$ cat src/rtl/shift_seq_ctrl.sv
// Multi-cycle shift/rotate sequencer: applies the power-of-two stages of ShAmt
// one per clock through a single shared one-stage shifter.
module shift_seq_ctrl #(
    parameter bit EARLY_EXIT = 1'b0
) (
    input  logic        clk,
    input  logic        rst_n,
    input  logic        Start,
    input  logic [1:0]  Op,
    input  logic [15:0] In,
    input  logic [3:0]  ShAmt,
    output logic        Busy,
    output logic        Done,
    output logic [15:0] Out
);

    typedef enum logic [1:0] {
        IDLE  = 2'd0,
        SHIFT = 2'd1,
        DONE  = 2'd2
    } state_t;

    state_t      state, state_nxt;
    logic [15:0] acc;
    logic [15:0] step_val;
    logic [1:0]  op_cap;
    logic [3:0]  amt_cap;
    logic [1:0]  stage;
    logic        accept;
    logic        hi_zero;
    logic        finish;

    // One stage of size 2^st; Op encoding: 00 ROL, 01 SLL, 10 ROR, 11 SRL.
    function automatic logic [15:0] stage_shift(input logic [15:0] v,
                                                input logic [1:0]  op,
                                                input logic [1:0]  st);
        logic [4:0] k;
        k = 5'd1 << st;
        case (op)
            2'b00:   return (v << k) | (v >> (5'd16 - k));
            2'b01:   return v << k;
            2'b10:   return (v >> k) | (v << (5'd16 - k));
            default: return v >> k;
        endcase
    endfunction

    always_comb begin
        accept    = 1'b0;
        hi_zero   = 1'b0;
        finish    = 1'b0;
        step_val  = acc;
        state_nxt = state;

        accept  = Start && ((state == IDLE) || (state == DONE));
        hi_zero = (amt_cap >> ({1'b0, stage} + 3'd1)) == 4'd0;
        finish  = (state == SHIFT) && ((stage == 2'd3) || (EARLY_EXIT && hi_zero));
        if (amt_cap[stage])
            step_val = stage_shift(acc, op_cap, stage);

        case (state)
            IDLE:    if (accept) state_nxt = SHIFT;
            SHIFT:   if (finish) state_nxt = DONE;
            DONE:    state_nxt = accept ? SHIFT : IDLE;
            default: state_nxt = IDLE;
        endcase
    end

    always_ff @(posedge clk or negedge rst_n) begin
        if (!rst_n)
            state <= IDLE;
        else
            state <= state_nxt;
    end

    // Out is only written on the SHIFT->DONE transition so it holds between operations.
    always_ff @(posedge clk or negedge rst_n) begin
        if (!rst_n) begin
            acc     <= 16'h0000;
            op_cap  <= 2'b00;
            amt_cap <= 4'h0;
            stage   <= 2'd0;
            Out     <= 16'h0000;
        end else if (accept) begin
            acc     <= In;
            op_cap  <= Op;
            amt_cap <= ShAmt;
            stage   <= 2'd0;
        end else if (state == SHIFT) begin
            acc   <= step_val;
            stage <= stage + 2'd1;
            if (finish)
                Out <= step_val;
        end
    end

    assign Busy = (state == SHIFT);
    assign Done = (state == DONE);

endmodule

$ cat config.mk
export PLATFORM = sky130hd
export DESIGN_NAME = shift_seq_ctrl
export DESIGN_NICKNAME = d
export VERILOG_FILES = /design/src/rtl/shift_seq_ctrl.sv
export SDC_FILE = /design/constraint.sdc
export NUM_CORES = 1
export LEC_CHECK = 0
export BUFFER_PORTS_ARGS = -buffer_cell sky130_fd_sc_hd__clkbuf_2
export CORE_MARGIN = 2
export CORE_UTILIZATION = 35
export DETAILED_ROUTE_END_ITERATION = 10
export PLACE_DENSITY_LB_ADDON = 0.15
export REMOVE_ABC_BUFFERS = 1
export SETUP_SLACK_MARGIN = 0.2
export SLEW_MARGIN = 20
export SYNTH_ARGS = -nofsm -noshare
export SYNTH_HDL_FRONTEND = slang
export SYNTH_SLANG_ARGS = --single-unit
$ cat constraint.sdc
create_clock -name clk -period 4.2 [get_ports clk]
set_input_delay 0.42 -clock clk [delete_from_list [all_inputs] [get_ports clk]]
set_output_delay 0.42 -clock clk [all_outputs]
set_load 0.005 [all_outputs]
; ---- Word-level counts from Yosys, hierarchy flattened
; Cells that the tools add are included.
[totals]
out_inout_bits = 18
reg_bits = 42
elab_cells = 44
in_bits = 25
[classes]
reduce_logical = 8
n_shift = 5
order_cmp = 1
n_eq_ne = 7
add_sub_neg = 2
bitwise_logic = 3
muxes = 12
[ops]
columns = cell, n
row1 = two-way mux 16 bit, 3
row2 = one-hot mux 16 bit (3 select lines), 1
row3 = OR 16 bit, 2
row4 = << shifter 16 x 5 -> 16 bit, 2
row5 = right shift 16 x 5 -> 16 bit, 2
row6 = two-way mux 2 bit, 4
row7 = "equality test 2 bit, second input constant", 3
row8 = one-hot mux 2 bit (3 select lines), 1
row9 = "<< shifter 1 x 2 -> 5 bit, first input constant", 1
row10 = "subtractor 5 bit, first input constant", 1
row11 = "equality test 2 x 1 -> 1 bit, second input constant", 2
row12 = logical NOT 2 bit, 2
row13 = "less-than comparator 2 x 3 -> 1 bit, second input constant", 1
row14 = AND reduction 3 bit, 1
row15 = "adder 2 x 1 -> 2 bit, second input constant", 1
row16 = binary-select mux 1 bit (select 2 bit), 1
row17 = logical AND 1 bit, 2
row18 = two-way mux 1 bit, 2
row19 = "!= test 2 x 1 -> 1 bit, second input constant", 1
row20 = "!= test 2 bit, second input constant", 1
row21 = AND reduction 2 bit, 1
row22 = nonzero test 2 bit, 1
row23 = logical OR 1 bit, 1
row24 = inverter 1 bit, 1

; ---- Longest topological paths before layout
[logic_depth]
depth_word = 8
mapped_depth = 13

; ---- Worst setup path after synthesis
; No wires, ideal clock.
[synth_timing]
kind = flip-flop to flip-flop
start = register stage[1]
end = register Out[0]
arrival_ns = 2.750
synth_period_minus_slack_ns = 2.882
path_stages_with_launch = 14
setup_time_ns = 0.132
setup_slack_ns = 1.318
path_cell_list = dfrtp_1 clkbuf_2 inv_1 ha_1 buf_6 buf_2 inv_1 ha_1 buf_2 mux4_2 mux2i_1 o211ai_1 o32ai_1 o21ai_1
[synth_via]
elab_chain_cells = 6
word_cells_on_any_way = 15
[synth_rtl]
columns = element, line
row1 = start: declaration, 28  ; logic [1:0] stage;
row2 = start signal: assignment, 90  ; stage <= stage + 2'd1;
row3 = << shifter 1 x 2 -> 5 bit, 38  ; k = 5'd1 << st;
row4 = subtractor 5 bit, "40, 42"
row5 = << shifter 16 x 5 -> 16 bit / right shift 16 x 5 -> 16 bit (equally long branches), "42, 40"
row6 = OR 16 bit (on tied branches), "42, 40"
row7 = one-hot mux 16 bit (3 select lines), 39  ; case (op)
row8 = two-way mux 16 bit, 57  ; if (amt_cap[stage])
row9 = end signal: assignment, 92  ; Out <= step_val;
row10 = end: declaration, 14  ; output logic [15:0] Out
; Parallel ways exist; a longest one is shown, timed or not. The select of a mux whose other input is x is not followed.
; A chain may end at the register's enable or synchronous reset.

; ---- Worst setup path after layout
; Ends and elaborated chain as after synthesis.

==> summary.txt <==
Place
  • Routability cong.: 0.9700
  • Pre-CTS WS: 1127 ps
  • Placed Area: about 4400 um2
  • IO Port Bufs: 42
  • Post-detailed-placement half-perimeter wirelength: about 10000 um

CTS
  • Cts hold-fix bufs: 0
  • Clock buffer depth: 2
  • Clk sink count: 42
  • Root buf cell: clkbuf_16
  • CTS tree: done
  • Htree depth: 2
  • Clk pin slew, worst setup/hold paths: about 60 ps
  • Number of CTS-inserted buffers: 5
  • Post-CTS Setup Inserts: 0
  • Clock latency on the worst-skew pair: 290 ps
  • CTS resizes: 0

Worst setup path
  • Critical Path Source Type: flop
  • Flop-to-flop setup slack: 1110 ps
  • CP bufs+invs: 3
  • Data arrival, critical path: roughly 3300 ps
  • Worst-path maximum fanout: 14
  • Setup crit end: Out[0]
  • Crit path max-delay cell type: ha_1
  • Crit path depth: 10
  • CP cell instances: inv_1, ha_2, clkinv_1, buf_4, ha_1, mux4_2, mux2i_1, o211ai_1, o32ai_1, o21ai_1
  • Reg2reg end: Out[0]
  • WS Path Type: reg -> reg
  • Worst setup startpoint: stage[1]
  • R2R depth: 10
  • Critical Path RT: 4370 ps
  • RR Startpoint: stage[1]
  • Max stage delay on crit path: 620 ps
  • Largest delay share family, worst path: adder cells
  • CP Capture Type: flop

Floorplan
  • Die width: 114.0 um
  • # IOs: 43
  • Die ar.: 13000 um2
  • Starting Density: 35.58%
  • Core ar.: about 12000 um2
  • Rows: 40
  • Die height: 114.0 um

Logic synthesis
  • YS warnings: 0
  • Yosys cell types: 64
  • #FFs+latches synth: 42
  • Synth Area in Simple Gates: 14.64%
  • Synth Area in XOR/XNOR: 0.2067%
  • Area of the mapped netlist: 4238 um2
  • Largest family of logic cells by synthesized area: multiplexers
  • Post-synth ARST share: 100.0%
  • Adder-cell area share of the yosys netlist: approximately 1.8%
  • Mux contribution to synthesized area: 27.84%
  • Compound-Gate Fraction of Synth Area: 22.08%
  • Post-synth top flop: dfrtp_1
  • Register area share after synthesis: 24.80%
  • EDFF count, synth: 0
  • Avg Synthesized Cell Area: just over 9 um2
  • Post-synthesis cell count: 461

STA
  • Final Max Tran Viols: 0
  • RSZ-0062 raised after global routing: false
  • Fmax: 323.9 MHz
  • Clk_skew: 4.842 ps
  • Period utilization: 73.52%
  • Final setup margin: around 1100 ps
  • Endpoints failing hold: 0
  • Worst Tran Pin Value: 784.6 ps
  • Max-slew headroom: 47.69%
  • # setup viols final: 0
  • Period minus WS final: 3088 ps

Route
  • Wire length per cell: ~24 um
  • Number of vias per cell: around 6.6
  • Initial DRT Pass Iterations: 7
  • DRT Wirelength: around 15000 um
  • Vias: between 4000 and 5000
  • Initial DRC Count: between 300 and 400
  • DR DRC count: 0
  • Routed Antenna Nets: 0

Hold path
  • HP Class: in -> async

Final layout
  • Final #Nets: 497
  • Layout cells sized above 1: roughly 25%
  • N_diodes: 0
  • Final instance area: 4586 um2
  • Area grow syn2layout: 8.208%
  • Most frequent cells in the layout: 43 x nand2_1, 42 x dfrtp_1, 42 x clkbuf_2, 32 x mux2i_1, 31 x o21ai_0
  • Commonest non-fill, non-tap cell in the layout: nand2_1

Global routing
  • Largest net degree at the start of global routing: 44
  • Global-route wire length before repair: 23540 um
  • GRT Max-Usage Layer: met2
  • Global-route usage over all layers: 23.50%
  • Initial antenna violation count: 1
  • Met1 Track Usage GR: about a third
  • M3 GR Usage: 4.570%
  • Grt met2 use: between 30% and 40%
  • Vias in the first global route: 4010
  • Gr ovfl total: 0

Outcome
  • Run status: complete, no violations

Run
  • Max cap viols: 0
[how the worst min path moves through the flow]
stage | start | endpoint | cells after the start
2_1_floorplan | rst_n | Out[0] | 0
3_3_place_gp | Out[7] | Out[7] | 2
3_5_place_dp | Out[15] | Out[15] | 2
4_1_cts | rst_n | Out[2] | 2
5_1_grt | rst_n | Out[2] | 2
6_report | rst_n | Out[2] | 2
[through the flow]
stage	instances	setup TNS, ps	util, %	hold slack (ps)
floorplan	403	-987.0	-	124.4
global placement	606	0	37.08	462.3
detailed placement	606	0	37.08	470.2
CTS	613	0	38.50	235.7
global route	613	0	38.50	263.9
finish	613	0	38.50	187.3
[area by class of cell]
class                           count  area [um2]
Inverter                           11       41.29
Multi-Input combinational cell    350        2825
Sequential cell                    42        1051
Clock inverter                      1       30.03
Fill cell                        1228        7326
Timing Repair Buffer               56       315.3
Tap cell                          147       183.9
Clock buffer                        6       138.9
[registers in the layout, summed over array words and instances, names as in the netlist]
| signal | cells |
|---|---|
| stage | 2 |
| amt_cap | 4 |
| op_cap | 2 |
| acc | 16 |
| state | 2 |
| Out | 16 |
[layer usage]
| metal | vias to the layer above | part of all wire (%) |
|---|---|---|
| met5 | - | 0.067 |
| met3 | 42 | 8.6 |
| met2 | 249 | 45 |
| li1 | 1756 | - |
| met4 | 2 | 3.4 |
| met1 | 1990 | 42 |
[synth_stat cells, drive strengths merged (3+ instances only)]
library cell,number,area (um2)
a211oi,7,52.55
a21oi,27,138.9
a22oi,19,142.6
a31oi,4,25.02
and2,3,18.77
and3,6,37.54
buf,30,216.5
clkbuf,28,108.9
clkinv,3,11.26
dfrtp,42,1051
ha,6,75.07
inv,8,30.03
mux2,19,217.7
mux2i,32,320.3
mux4,28,641.9
nand2,43,161.4
nand2b,6,37.54
nand3,10,55.05
nor2,23,86.33
nor2b,11,68.82
nor3,7,35.03
nor3b,6,45.04
o2111ai,3,26.28
o211ai,7,52.55
o21ai,36,183.9
o221ai,3,32.53
o22ai,3,18.77
o31ai,8,60.06
[cells by family after synthesis]
group           Yosys count
fa+ha+maj                 6
simple gates            125
buf+inv                  69
mux                      79
flops                    42
compound gates          139
xor+xnor                  1
Power is not shown: default switching activity piles up to over one toggle a cycle in this logic, so the estimate is an artifact.
